**config.mk**
```make
export PLATFORM = sky130hd
export DESIGN_NAME = pc_gen
export DESIGN_NICKNAME = d
export VERILOG_FILES = /design/src/rtl/pc_pkg.sv /design/src/rtl/pc_redir_buf.sv /design/src/rtl/pc_gen.sv
export SDC_FILE = /design/constraint.sdc
export NUM_CORES = 1
export LEC_CHECK = 0
export CELL_PAD_IN_SITES_DETAIL_PLACEMENT = 1
export CELL_PAD_IN_SITES_GLOBAL_PLACEMENT = 1
export CORE_AREA = 2 2 103 155
export CTS_CLUSTER_SIZE = 40
export DETAILED_ROUTE_END_ITERATION = 16
export DIE_AREA = 0 0 105 157
export GPL_TIMING_DRIVEN = 0
export PLACE_DENSITY = 0.85
export SLEW_MARGIN = 20
export SYNTH_ARGS = -nofsm -noshare
export SYNTH_HDL_FRONTEND = slang
export SYNTH_SLANG_ARGS = --single-unit
```
**constraint.sdc**
```tcl
create_clock -name clk -period 2.86 [get_ports clk]
set_input_delay 0.572 -clock clk [delete_from_list [all_inputs] [get_ports clk]]
set_output_delay 0.572 -clock clk [all_outputs]
set_load 0.01 [all_outputs]
```
**src/rtl/pc_pkg.sv**
```systemverilog
// Shared encodings and defaults for the fetch-stage PC generator.
package pc_pkg;

  localparam logic [1:0] REDIR_NONE = 2'd0;
  localparam logic [1:0] REDIR_BR   = 2'd1;
  localparam logic [1:0] REDIR_JR   = 2'd2;

  typedef enum logic [1:0] {
    S_BOOT = 2'd0,
    S_RUN  = 2'd1,
    S_PEND = 2'd2
  } state_t;

  // Redirect kinds; bit1 set marks the trap class (real trap or converted misalign).
  localparam logic [1:0] KIND_BR   = 2'd0;
  localparam logic [1:0] KIND_JR   = 2'd1;
  localparam logic [1:0] KIND_TRAP = 2'd2;
  localparam logic [1:0] KIND_MIS  = 2'd3;

  localparam logic [31:0] DEF_RESET_VEC = 32'h0000_0000;
  localparam logic [31:0] DEF_TRAP_VEC  = 32'h0000_0100;

  function automatic logic is_trap_kind(input logic [1:0] kind);
    return (kind == KIND_TRAP) || (kind == KIND_MIS);
  endfunction

endpackage

```
**src/rtl/pc_redir_buf.sv**
```systemverilog
// Pending-redirect register: captures redirects during a stall; a held trap
// is never displaced by a branch or jump-register redirect.
module pc_redir_buf
  import pc_pkg::*;
#(
  parameter int XLEN = 32
) (
  input  logic            clk,
  input  logic            rst,
  input  logic            valid,
  input  logic [1:0]      kind,
  input  logic [XLEN-1:0] target,
  input  logic            hold,
  output logic            pend_valid,
  output logic [1:0]      pend_kind,
  output logic [XLEN-1:0] pend_target
);

  logic take;

  // Accept a new entry unless it would push out a held trap.
  always_comb begin
    take = hold && valid &&
           !(pend_valid && is_trap_kind(pend_kind) && !is_trap_kind(kind));
  end

  // Pending entry lives only while hold is asserted.
  always_ff @(posedge clk) begin
    if (rst) begin
      pend_valid  <= 1'b0;
      pend_kind   <= KIND_BR;
      pend_target <= '0;
    end else if (!hold) begin
      pend_valid  <= 1'b0;
    end else if (take) begin
      pend_valid  <= 1'b1;
      pend_kind   <= kind;
      pend_target <= target;
    end
  end

endmodule

```
**src/rtl/pc_gen.sv**
```systemverilog
// Program-counter generator: next-PC selection, fetch handshake, stall-time
// redirect buffering and misaligned-target to trap conversion.
module pc_gen
  import pc_pkg::*;
#(
  parameter int              XLEN      = 32,
  parameter logic [XLEN-1:0] RESET_VEC = XLEN'(DEF_RESET_VEC),
  parameter logic [XLEN-1:0] TRAP_VEC  = XLEN'(DEF_TRAP_VEC),
  parameter int              IALIGN    = 4
) (
  input  logic            clk,
  input  logic            rst,
  input  logic            hold,
  input  logic            pc_ready,
  input  logic [1:0]      redir_sel,
  input  logic [XLEN-1:0] pc_br,
  input  logic [XLEN-1:0] alu_out,
  input  logic            trap_req,
  output logic [XLEN-1:0] pc,
  output logic            pc_valid,
  output logic            flush_o,
  output logic            misalign_o,
  output logic [XLEN-1:0] misalign_addr
);

  localparam logic CHK_BIT1 = (IALIGN == 4);

  state_t          state_q, state_d;
  logic            new_valid;
  logic [1:0]      new_kind;
  logic [XLEN-1:0] new_target, jr_target;
  logic            pend_valid;
  logic [1:0]      pend_kind;
  logic [XLEN-1:0] pend_target;
  logic            apply;
  logic [1:0]      app_kind;
  logic [XLEN-1:0] app_target;
  logic [XLEN-1:0] pc_d, maddr_d;
  logic            valid_d, flush_d, mis_d;

  // Decode this cycle's redirect request, converting misaligned targets to traps.
  always_comb begin
    new_valid  = 1'b0;
    new_kind   = KIND_BR;
    new_target = '0;
    jr_target  = {alu_out[XLEN-1:1], 1'b0};
    if (trap_req) begin
      new_valid  = 1'b1;
      new_kind   = KIND_TRAP;
      new_target = TRAP_VEC;
    end else if (redir_sel == REDIR_JR) begin
      new_valid  = 1'b1;
      new_target = jr_target;
      new_kind   = (CHK_BIT1 && jr_target[1]) ? KIND_MIS : KIND_JR;
    end else if (redir_sel == REDIR_BR) begin
      new_valid  = 1'b1;
      new_target = pc_br;
      new_kind   = (CHK_BIT1 && pc_br[1]) ? KIND_MIS : KIND_BR;
    end else begin
      new_valid  = 1'b0;
    end
  end

  pc_redir_buf #(.XLEN(XLEN)) u_redir_buf (
    .clk         (clk),
    .rst         (rst),
    .valid       (new_valid && (state_q != S_BOOT)),
    .kind        (new_kind),
    .target      (new_target),
    .hold        (hold),
    .pend_valid  (pend_valid),
    .pend_kind   (pend_kind),
    .pend_target (pend_target)
  );

  // FSM next state and next register values.
  always_comb begin
    state_d    = state_q;
    pc_d       = pc;
    valid_d    = pc_valid;
    flush_d    = 1'b0;
    mis_d      = 1'b0;
    maddr_d    = misalign_addr;
    apply      = 1'b0;
    app_kind   = new_kind;
    app_target = new_target;
    case (state_q)
      S_BOOT: begin
        state_d = S_RUN;
        valid_d = 1'b1;
      end
      S_RUN: begin
        if (hold) begin
          state_d = new_valid ? S_PEND : S_RUN;
        end else if (new_valid) begin
          apply = 1'b1;
        end else if (pc_valid && pc_ready) begin
          pc_d = pc + XLEN'(IALIGN);
        end else begin
          pc_d = pc;
        end
      end
      S_PEND: begin
        if (hold) begin
          state_d = S_PEND;
        end else begin
          state_d = S_RUN;
          apply   = pend_valid || new_valid;
          // A fresh redirect wins unless the pending entry is a trap and the fresh one is not.
          if (pend_valid &&
              !(new_valid && !(is_trap_kind(pend_kind) && !is_trap_kind(new_kind)))) begin
            app_kind   = pend_kind;
            app_target = pend_target;
          end else begin
            app_kind   = new_kind;
            app_target = new_target;
          end
        end
      end
      default: begin
        state_d = S_BOOT;
      end
    endcase
    if (apply) begin
      flush_d = 1'b1;
      pc_d    = is_trap_kind(app_kind) ? TRAP_VEC : app_target;
      if (app_kind == KIND_MIS) begin
        mis_d   = 1'b1;
        maddr_d = app_target;
      end else begin
        mis_d   = 1'b0;
      end
    end else begin
      flush_d = 1'b0;
    end
  end

  // State and registered outputs.
  always_ff @(posedge clk) begin
    if (rst) begin
      state_q       <= S_BOOT;
      pc            <= RESET_VEC;
      pc_valid      <= 1'b0;
      flush_o       <= 1'b0;
      misalign_o    <= 1'b0;
      misalign_addr <= '0;
    end else begin
      state_q       <= state_d;
      pc            <= pc_d;
      pc_valid      <= valid_d;
      flush_o       <= flush_d;
      misalign_o    <= mis_d;
      misalign_addr <= maddr_d;
    end
  end

endmodule

```
==> results of run 1 <==
-- metrics by stage --
stage | power, mW | hold WS [ns] | instances
2_1_floorplan | 1.84 | 0.434 | 661
3_3_place_gp | 2.07 | 0.440 | 995
3_5_place_dp | 2.09 | 0.446 | 995
4_1_cts | 3.30 | 0.457 | 1012
5_1_grt | 3.45 | 0.476 | 1014
6_report | 3.33 | 0.457 | 1014
-- logic make-up (layout without fill, tap and decap cells) --
| logic type | Yosys count | count (layout) | synth area share, % |
|---|---|---|---|
| adders and majority gates | 7 | 7 | 1.62 |
| DFF | 104 | 104 | 38.6 |
| xor gates and xnor gates | 15 | 15 | 2.43 |
| and+or+nand+nor | 286 | 286 | 25.4 |
| buffers and inverters | 72 | 226 | 5.91 |
| muxes | 52 | 52 | 9.74 |
| AOI/OAI and AO/OA | 125 | 125 | 16.4 |
-- sequential cells by signal, indices dropped and copies added (netlist names) --
register and count:
pc 32, u_redir_buf.pend_valid 1, misalign_addr 32, flush_o 1
pc_valid 1, misalign_o 1, u_redir_buf.pend_kind 2, state_q 2
u_redir_buf.pend_target 32
-- cells in the final DEF (no fill, tap or decap), types with 12 or more instances in the layout --
master / netlist / routed
clkdlybuf4s50_1: 0 / 135
dfxtp_1: 104 / 104
nor2_1: 102 / 102
nand2_1: 70 / 70
a21oi_1: 42 / 42
nor3_1: 32 / 32
mux2i_1: 48 / 30
inv_1: 26 / 26
clkbuf_1: 30 / 20
a22o_1: 19 / 19
mux2i_2: 0 / 16
nand3_1: 13 / 13
nand4_1: 12 / 12
xnor2_1: 12 / 12
-- what timing repair did --
action | CTS | global route
setup buffers | 2 | 2
gates resized for setup | 9 | 45
gates cloned | 0 | 0
pin swaps | 2 | 2
endpoints found under the setup margin | 40 | 90
-- per-layer routing --
metal	global-route usage (%)	up-vias	share of wire [%]
met5	0	-	0
met4	11.8	0	4.4
met3	4.02	52	4.3
met2	45.8	181	54
met1	25.8	2677	37
li1	-	2624	-
-- cell usage after synthesis (3+ instances only) --
| master | number | area share, % |
|---|---|---|
| nor2_1 | 102 | 7.1 |
| nor3b_1 | 3 | 0.42 |
| and4_1 | 5 | 0.81 |
| nand4_1 | 12 | 1.4 |
| buf_4 | 4 | 0.56 |
| nand2_1 | 70 | 4.9 |
| and2_1 | 4 | 0.46 |
| nor2b_1 | 10 | 1.2 |
| a21oi_1 | 42 | 3.9 |
| and2b_1 | 8 | 1.1 |
| a211oi_1 | 12 | 1.7 |
| ha_1 | 7 | 1.6 |
| nand3_1 | 13 | 1.2 |
| dfxtp_1 | 104 | 39 |
| clkbuf_1 | 30 | 2.1 |
| inv_1 | 26 | 1.8 |
| o21ai_0 | 7 | 0.65 |
| nand2b_1 | 5 | 0.58 |
| nor3_1 | 32 | 3.0 |
| o22ai_1 | 10 | 1.2 |
| xor2_1 | 3 | 0.49 |
| o32a_1 | 4 | 0.74 |
| nand3b_1 | 9 | 1.3 |
| a2bb2oi_1 | 4 | 0.65 |
| mux2_2 | 4 | 0.83 |
| a22o_1 | 19 | 3.1 |
| buf_2 | 9 | 0.83 |
| xnor2_1 | 12 | 1.9 |
| buf_6 | 3 | 0.63 |
| o22a_1 | 5 | 0.81 |
| a31oi_1 | 7 | 0.81 |
| mux2i_1 | 48 | 8.9 |
-- worst min-delay path, delay by kind of cell (launching register included) --
| family | cells | cell delay (ns) |
|---|---|---|
| flip-flops | 1 | 0.31 |
| AO/OA/AOI/OAI | 1 | 0.05 |
| AND/OR/NAND/NOR | 1 | 0.05 |
-- power groups by stage --
stage | logic, mW | registers (mW) | clock network [mW]
final | 0.550 | 1.55 | 1.23
after global routing | 0.597 | 1.55 | 1.30
after CTS | 0.524 | 1.54 | 1.23
after detailed placement | 0.511 | 1.57 | 0
after global placement | 0.498 | 1.57 | 0
after floorplan | 0.269 | 1.57 | 0
-- worst min-delay path by stage --
stage / start / end / slack [ns]
after global placement: u_redir_buf.pend_target[2]$_SDFFE_PP0P_ / u_redir_buf.pend_target[2]$_SDFFE_PP0P_ / 0.44
after detailed placement: u_redir_buf.pend_target[19]$_SDFFE_PP0P_ / u_redir_buf.pend_target[19]$_SDFFE_PP0P_ / 0.45
after CTS: u_redir_buf.pend_target[19]$_SDFFE_PP0P_ / u_redir_buf.pend_target[19]$_SDFFE_PP0P_ / 0.46
after global routing: u_redir_buf.pend_target[4]$_SDFFE_PP0P_ / u_redir_buf.pend_target[4]$_SDFFE_PP0P_ / 0.48
final: u_redir_buf.pend_target[19]$_SDFFE_PP0P_ / u_redir_buf.pend_target[19]$_SDFFE_PP0P_ / 0.46
after floorplan: u_redir_buf.pend_target[2]$_SDFFE_PP0P_ / u_redir_buf.pend_target[2]$_SDFFE_PP0P_ / 0.43
-- layout make-up --
| class | instances | share of cell area, % |
|---|---|---|
| clock inverter | 7 | 0.835 |
| tap | 199 | 3.32 |
| sequential | 104 | 27.8 |
| multi-input combinational | 485 | 41.8 |
| buffer | 45 | 3.34 |
| clock buffer | 9 | 3.01 |
| inverter | 26 | 1.30 |
| timing repair buffer | 139 | 18.6 |
==> key figures, run 1 <==
Die
  – Initial core utilization: 36.0%
  – Die Wd: 105 um
  – Core area: 0.0150 mm2
  – # rows: 55
  – Die ar.: 0.0165 mm2
  – Top Ports: 138
  – Chip height: 157 um

GRT
  – Gr ovfl total: 0
  – Initial antenna violation count: 0
  – First-pass GRT wire length: 30.9 mm
  – GR Util All Layers: 24.2%
  – Pin count of the biggest net entering global routing: 20
  – Vias in the first global route: 5,789

Worst setup path
  – R2R cell count: 7
  – Setup slack, reg-to-reg: 0.49 ns
  – Worst R2R End: pc[28]$_SDFFE_PP0P_
  – CP Max Fanout: 8
  – Crit Path Category: in -> reg
  – Data arrival, critical path: 3.07 ns
  – CP Depth: 11
  – Delay-heaviest family, CP: buffers and inverters
  – CP Launch Type: input pin
  – Setup crit start: redir_sel[0]
  – Worst setup EP type: flop
  – Crit-path slowest cell: a2111o_1
  – R2R Path Start: pc[2]$_SDFFE_PP0P_
  – CP Capture Point: pc[2]$_SDFFE_PP0P_
  – CP max stage delay: 0.53 ns
  – WP buf/inv: 5
  – Req. time, crit path: 3.12 ns
  – Crit-path cells: clkdlybuf4s50_1 -> inv_1 -> ha_4 -> nor2b_1 -> buf_2 -> a2111o_1 -> a221oi_4 -> buf_12 -> buf_4 -> a21oi_1 -> nor3_1

Pwr
  – Peak VDD IR: 270 uV
  – Comb power frac: 16.5%
  – Leak: 2.63 nW
  – PwrDens: 445 mW/mm2
  – Switching power: 977 uW
  – Internal Pwr Total: 2.35 mW
  – Clock share of power: 37.1%
  – Sw frac: 29.3%
  – Sequential share of power: 46.4%

Finish
  – Final Instance Area: 0.00749 mm2
  – Fin util: 49.9%
  – Area Overhead vs Synth: 38.7%
  – FF+latch area: 0.00208 mm2
  – Fraction of layout cells with a size suffix above 1: 10.1%
  – Nets: 888
  – Filler cells: 1,838
  – Diodes inserted: 0
  – Multi-input gate area: 0.00313 mm2

Clock network
  – CTS Buf Count: 9
  – # hold bufs at CTS: 0
  – Clock sink count: 104
  – Clk root buf: clkbuf_16
  – Clock Tree Buf Depth: 2
  – H-tree Lvls: 3
  – Worst skew pair latency: 0.36 ns
  – Clock slew at reported path FFs: 0.07 ns
  – Clock tree from TritonCTS: yes

Routing
  – Post-Route WL: 20.4 mm
  – # DRC: 0
  – Antenna-violating nets left: 0
  – Via count: 5,534
  – DRT iter0 DRCs: 271
  – Vias per inst: 5.46
  – Routed wire per std cell: 20.1 um
  – Drt pass-1 iters: 4

Timing
  – Final period util: 98.4%
  – Final Skew: 0.0102 ns
  – Final Setup Violations: 0
  – Slew Limit Headroom: 52.3%
  – Final WS setup: 0.0471 ns
  – Worst-margin pin slew: 0.716 ns
  – Fin. Hold Viols: 0
  – Achievable clock frequency: 356 MHz
  – Fin. max-slew vios: 0
  – Fin crit period: 2.81 ns
  – RSZ-0062 raised after global routing: yes
  – Setup TNS Final: 0 ns

Synthesis
  – Share of flip-flops with an asynchronous set or reset: 0%
  – Seq cells post-synth: 104
  – Synth unique cells: 56
  – Mean Syn Cell Area: 8.17 um2
  – Mapped Cells: 661
  – Synth warn: 0
  – Mapped Area: 0.00540 mm2
  – EDFF count, synth: 0
  – Main flop type after synthesis: dfxtp_1
  – Post-synthesis sequential area ratio: 38.6%
  – Synth Net Count: 739

Place
  – Area after DPL: 0.00700 mm2
  – Placer Congestion: 0.892
  – HPWL after DPL: 14.9 mm
  – PortBufs: 135
  – Pre-CTS WS: -0.585 ns

Run
  – Max-cap violations: 0

Worst hold path
  – Hold Crit Class: reg -> reg
  – Number of stages on the worst hold path: 2

Outcome
  – Status: complete, no violations
(Power assumes the default switching activity.)
==> inputs of run 2 (changes only) <==
--- a/config.mk
+++ b/config.mk
@@ -11,7 +11,7 @@
 export CTS_CLUSTER_SIZE = 40
 export DETAILED_ROUTE_END_ITERATION = 16
 export DIE_AREA = 0 0 105 157
-export GPL_TIMING_DRIVEN = 0
+export GPL_TIMING_DRIVEN = 1
 export PLACE_DENSITY = 0.85
 export SLEW_MARGIN = 20
 export SYNTH_ARGS = -nofsm -noshare
==> key figures, run 2 (synthesized netlist as in run 1, its figures left out) <==
Outcome
  – Status: complete, no violations

Die
  – Die Wd: 105 um
  – # rows: 55
  – Die ar.: 0.0165 mm2
  – Chip height: 157 um
  – Top Ports: 138
  – Initial core utilization: 36.0%
  – Core area: 0.0150 mm2

Timing
  – Fin. Hold Viols: 0
  – Final WS setup: 0.0861 ns
  – Final Skew: 0.0122 ns
  – Achievable clock frequency: 360 MHz
  – Final period util: 97.0%
  – Fin crit period: 2.77 ns
  – Setup TNS Final: 0 ns
  – Worst-margin pin slew: 0.638 ns
  – Slew Limit Headroom: 57.1%
  – Fin. max-slew vios: 0
  – Final Setup Violations: 0

Routing
  – Post-Route WL: 19.9 mm
  – Via count: 5,525
  – DRT iter0 DRCs: 203
  – Antenna-violating nets left: 0
  – # DRC: 0
  – Vias per inst: 5.36
  – Drt pass-1 iters: 4
  – Routed wire per std cell: 19.3 um

Finish
  – Final Instance Area: 0.00769 mm2
  – Commonest cells after routing, fill and taps aside: 135 x clkdlybuf4s50_1, 104 x dfxtp_1, 101 x nor2_1
  – Post-route insts no fill: 1,031
  – Fraction of layout cells with a size suffix above 1: 12.4%
  – Nets: 905
  – Largest registers: misalign_addr (32), pc (32), u_redir_buf.pend_target (32)
  – Area Overhead vs Synth: 42.5%
  – Most common cell after layout, fill and taps aside: clkdlybuf4s50_1
  – Diodes inserted: 0

Worst setup path
  – R2R cell count: 9
  – CP Max Fanout: 11
  – Crit Path Category: in -> reg
  – Req. time, crit path: 3.09 ns
  – CP Launch Type: input pin
  – Data arrival, critical path: 3.01 ns
  – Worst setup EP type: flop

Clock network
  – Worst skew pair latency: 0.36 ns
  – Clock Tree Buf Depth: 2
  – Clock slew at reported path FFs: 0.08 ns
  – CTS Buf Count: 9
  – Clock sink count: 104
  – H-tree Lvls: 3
  – Clock tree from TritonCTS: yes
  – Clk root buf: clkbuf_16

GRT
  – First-pass GRT wire length: 31.8 mm
  – GR Util All Layers: 24.4%
  – Gr ovfl total: 0
  – Pin count of the biggest net entering global routing: 38
  – Initial antenna violation count: 0
  – Vias in the first global route: 6,101

Worst hold path
  – Hold Crit Class: reg -> reg
  – Number of stages on the worst hold path: 2

Pwr
  – PwrDens: 440 mW/mm2
  – Peak VDD IR: 265 uV
  – Leak: 2.89 nW

Place
  – PortBufs: 136
  – Area after DPL: 0.00738 mm2
  – Cells after DPL: 1,015
  – Pre-CTS WS: -0.357 ns
  – HPWL after DPL: 15.4 mm
  – Placer Congestion: 0.869

Run
  – Max-cap violations: 0
-- run 2: cell types whose count changed in the layout (fill, tap and decap cells not counted), moves of 7 or more --
cell	previous run	this run
mux2i_1	30	45
mux2i_2	16	3
buf_12	1	8
buf_4	6	57
clkbuf_1	20	0
-- run 2: metal layers --
layer	GRT usage [%]	share of wire, %	wire length (um)
met5	0	0	0
met4	8.70	2.5	505
met3	3.27	3.1	611
met2	49.9	57	11300
met1	24.7	37	7460
-- run 2: final timing paths --
check                                     startpoint                                      end  slack (ns)
max                                     redir_sel[0]                       pc[6]$_SDFFE_PP0P_        0.09
max reg2reg                  state_q[1]$_SDFFE_PP0P_                       pc[6]$_SDFFE_PP0P_        0.44
min reg2reg  u_redir_buf.pend_target[4]$_SDFFE_PP0P_  u_redir_buf.pend_target[4]$_SDFFE_PP0P_        0.46
min          u_redir_buf.pend_target[4]$_SDFFE_PP0P_  u_redir_buf.pend_target[4]$_SDFFE_PP0P_        0.46
-- run 2: power breakdown --
| part | internal (mW) | leakage, nW | switching, mW |
|---|---|---|---|
| clock network | 0.620 | 0.146 | 0.641 |
| logic | 0.282 | 1.91 | 0.299 |
| registers | 1.50 | 0.841 | 0.0471 |
| total | 2.40 | 2.89 | 0.986 |
-- run 2: critical path, cell delays in order --
cell and delay, ns:
clkdlybuf4s50_1 0.48, inv_1 0.05, ha_1 0.34, nor2b_2 0.31, and4_1 0.45, buf_4 0.26
nand4_1 0.13, xnor2_1 0.16, a2bb2oi_1 0.19, nor2_1 0.06
-- run 2: area by class of cell --
class                   count  area [um2]
well taps                 199         249
clock buffers               9         225
fillers                  1825        7310
inverters                  26        97.6
repair buffers            201        1940
flip-flops and latches    104        2080
clock inverters             7        71.3
multi-input cells         485        3020
-- run 2: timing repair --
action	CTS	global route
setup endpoints to repair	1	9
setup buffers	0	0
hold buffers	0	0
cloned	0	0
resized for setup	1	5
hold endpoints to repair	0	0
pin swaps	0	0
-- run 2: metrics by stage --
stage / total power [mW] / hold slack, ns / util, %
floorplan: 1.84 / 0.434 / -
global placement: 2.11 / 0.440 / 49.2
detailed placement: 2.15 / 0.450 / 49.2
CTS: 3.39 / 0.462 / 51.2
global route: 3.51 / 0.488 / 51.3
finish: 3.39 / 0.460 / 51.3
==> inputs of run 3 (changes only) <==
--- a/config.mk
+++ b/config.mk
@@ -8,10 +8,10 @@
 export CELL_PAD_IN_SITES_DETAIL_PLACEMENT = 1
 export CELL_PAD_IN_SITES_GLOBAL_PLACEMENT = 1
 export CORE_AREA = 2 2 103 155
-export CTS_CLUSTER_SIZE = 40
 export DETAILED_ROUTE_END_ITERATION = 16
 export DIE_AREA = 0 0 105 157
 export GPL_TIMING_DRIVEN = 1
+export MAX_ROUTING_LAYER = met4
 export PLACE_DENSITY = 0.85
 export SLEW_MARGIN = 20
 export SYNTH_ARGS = -nofsm -noshare
==> key figures, run 3 (synthesized netlist as in run 1, its figures left out) <==
Timing
  – Hold_ws: 0.457 ns
  – Final WS setup: 0.145 ns
  – Slew Limit Headroom: 60.0%
  – RSZ-0062 raised after global routing: no
  – Fin crit period: 2.72 ns
  – Final period util: 94.9%
  – Fin. Hold Viols: 0
  – Final Skew: 0.0105 ns
  – Final Setup Violations: 0
  – Setup TNS Final: 0 ns
  – Worst-margin pin slew: 0.595 ns
  – Achievable clock frequency: 368 MHz
  – Fin. max-slew vios: 0

Finish
  – Area Overhead vs Synth: 43.5%
  – Diodes inserted: 0
  – Nets: 908
  – Most common cell after layout, fill and taps aside: clkdlybuf4s50_1
  – Fraction of layout cells with a size suffix above 1: 12.3%
  – Fin util: 51.6%
  – Commonest cells after routing, fill and taps aside: 135 x clkdlybuf4s50_1, 104 x dfxtp_1, 101 x nor2_1
  – Final Instance Area: 0.00774 mm2
  – Post-route insts no fill: 1,034
  – Largest registers: misalign_addr (32), pc (32), u_redir_buf.pend_target (32)

Die
  – Initial core utilization: 36.0%
  – Top Ports: 138
  – Die ar.: 0.0165 mm2
  – Die Wd: 105 um
  – # rows: 55
  – Chip height: 157 um
  – Core area: 0.0150 mm2

Place
  – Pre-CTS WS: -0.256 ns
  – Placer Congestion: 0.880
  – PortBufs: 136
  – Area after DPL: 0.00743 mm2
  – Cells after DPL: 1,018
  – HPWL after DPL: 14.8 mm

Pwr
  – PnR Total Power: 3.42 mW
  – Peak VDD IR: 256 uV
  – PwrDens: 441 mW/mm2
  – Leak: 2.95 nW

Routing
  – Drt pass-1 iters: 4
  – Routed wire per std cell: 18.7 um
  – Top sig layer: met4
  – Metal1 wirelength: 7.51 mm
  – # DRC: 0
  – Antenna-violating nets left: 0
  – Via count: 5,512
  – Met2 Wirelength: 10.8 mm
  – Met3 Routed Length: 541 um
  – Post-Route WL: 19.3 mm
  – Vias per inst: 5.33
  – DRT iter0 DRCs: 200

GRT
  – Pin count of the biggest net entering global routing: 54
  – GR Util All Layers: 24.2%
  – Vias in the first global route: 5,986
  – First-pass GRT wire length: 30.7 mm
  – Initial antenna violation count: 0
  – Gr ovfl total: 0

Clock network
  – Clock Tree Buf Depth: 2
  – CTS Buf Count: 9
  – Clock sink count: 104
  – Worst skew pair latency: 0.37 ns
  – H-tree Lvls: 3
  – Clock tree from TritonCTS: yes
  – Post-CTS Setup Bufs: 0
  – Clk root buf: clkbuf_16
  – Clock slew at reported path FFs: 0.09 ns

Run
  – Max-cap violations: 0

Worst setup path
  – CP max stage delay: 0.49 ns
  – WP buf/inv: 3
  – CP Max Fanout: 7
  – Req. time, crit path: 3.14 ns
  – Crit-path cells: clkdlybuf4s50_1 -> inv_1 -> ha_1 -> nor2b_2 -> a2111o_1 -> a221oi_4 -> nand2b_2 -> buf_4 -> o22ai_1
  – Data arrival, critical path: 2.99 ns
  – CP Launch Type: input pin
  – Crit-path slowest cell: a2111o_1
  – Delay-heaviest family, CP: compound AO/OA/AOI/OAI gates
  – Worst setup EP type: flop
  – Crit Path Category: in -> reg

Worst hold path
  – Hold Crit Class: reg -> reg

Outcome
  – Status: complete, no violations
## run 3: cell count changes in the layout (fill, tap and decap cells not counted), sizes merged
cell / change
buf: +3
## run 3: layout make-up
type | instances | area (um2)
Fill cell | 1832 | 7260
Multi-Input combinational cell | 485 | 3010
Sequential cell | 104 | 2080
Timing Repair Buffer | 204 | 2000
Tap cell | 199 | 249
Clock buffer | 9 | 225
Inverter | 26 | 97.6
Clock inverter | 7 | 81.3
## run 3: path summary, 6_finish.rpt
| kind | start | to | slack, ns | cells past startpoint |
|---|---|---|---|---|
| setup / recovery | redir_sel[0] | pc[24]$_SDFFE_PP0P_ | 0.14 | 9 |
| hold / removal | u_redir_buf.pend_target[17]$_SDFFE_PP0P_ | u_redir_buf.pend_target[17]$_SDFFE_PP0P_ | 0.46 | 2 |
| setup reg to reg | pc[3]$_SDFFE_PP0P_ | pc[28]$_SDFFE_PP0P_ | 0.45 | 7 |
| hold reg to reg | u_redir_buf.pend_target[17]$_SDFFE_PP0P_ | u_redir_buf.pend_target[17]$_SDFFE_PP0P_ | 0.46 | 2 |
## run 3: layer usage
metal / GRT usage, % / vias up
li1: - / 2647
met1: 24.5 / 2706
met2: 47.0 / 124
met3: 3.23 / 35
met4: 8.76 / 0
met5: - / -
## run 3: worst reg2reg max path, stage by stage, from the launching register on
cell     delay, ns
dfxtp_1       0.48
ha_1          0.28
inv_1         0.11
nor4_2        0.58
nand4_1       0.31
nor3_1        0.28
xnor2_1       0.16
o22ai_1       0.10
## run 3: repair_timing
item / in CTS / in global routing
endpoints found under the hold margin: 0 / 0
endpoints found under the setup margin: 0 / 18
hold buffers: 0 / 0
resized for setup: 0 / 3
## run 3: report_power, final
part | switching [mW] | total (mW) | internal, mW | leakage [nW]
Clock | 0.665 | 1.30 | 0.632 | 0.152
Combinational | 0.291 | 0.578 | 0.287 | 1.95
Sequential | 0.0443 | 1.54 | 1.50 | 0.841
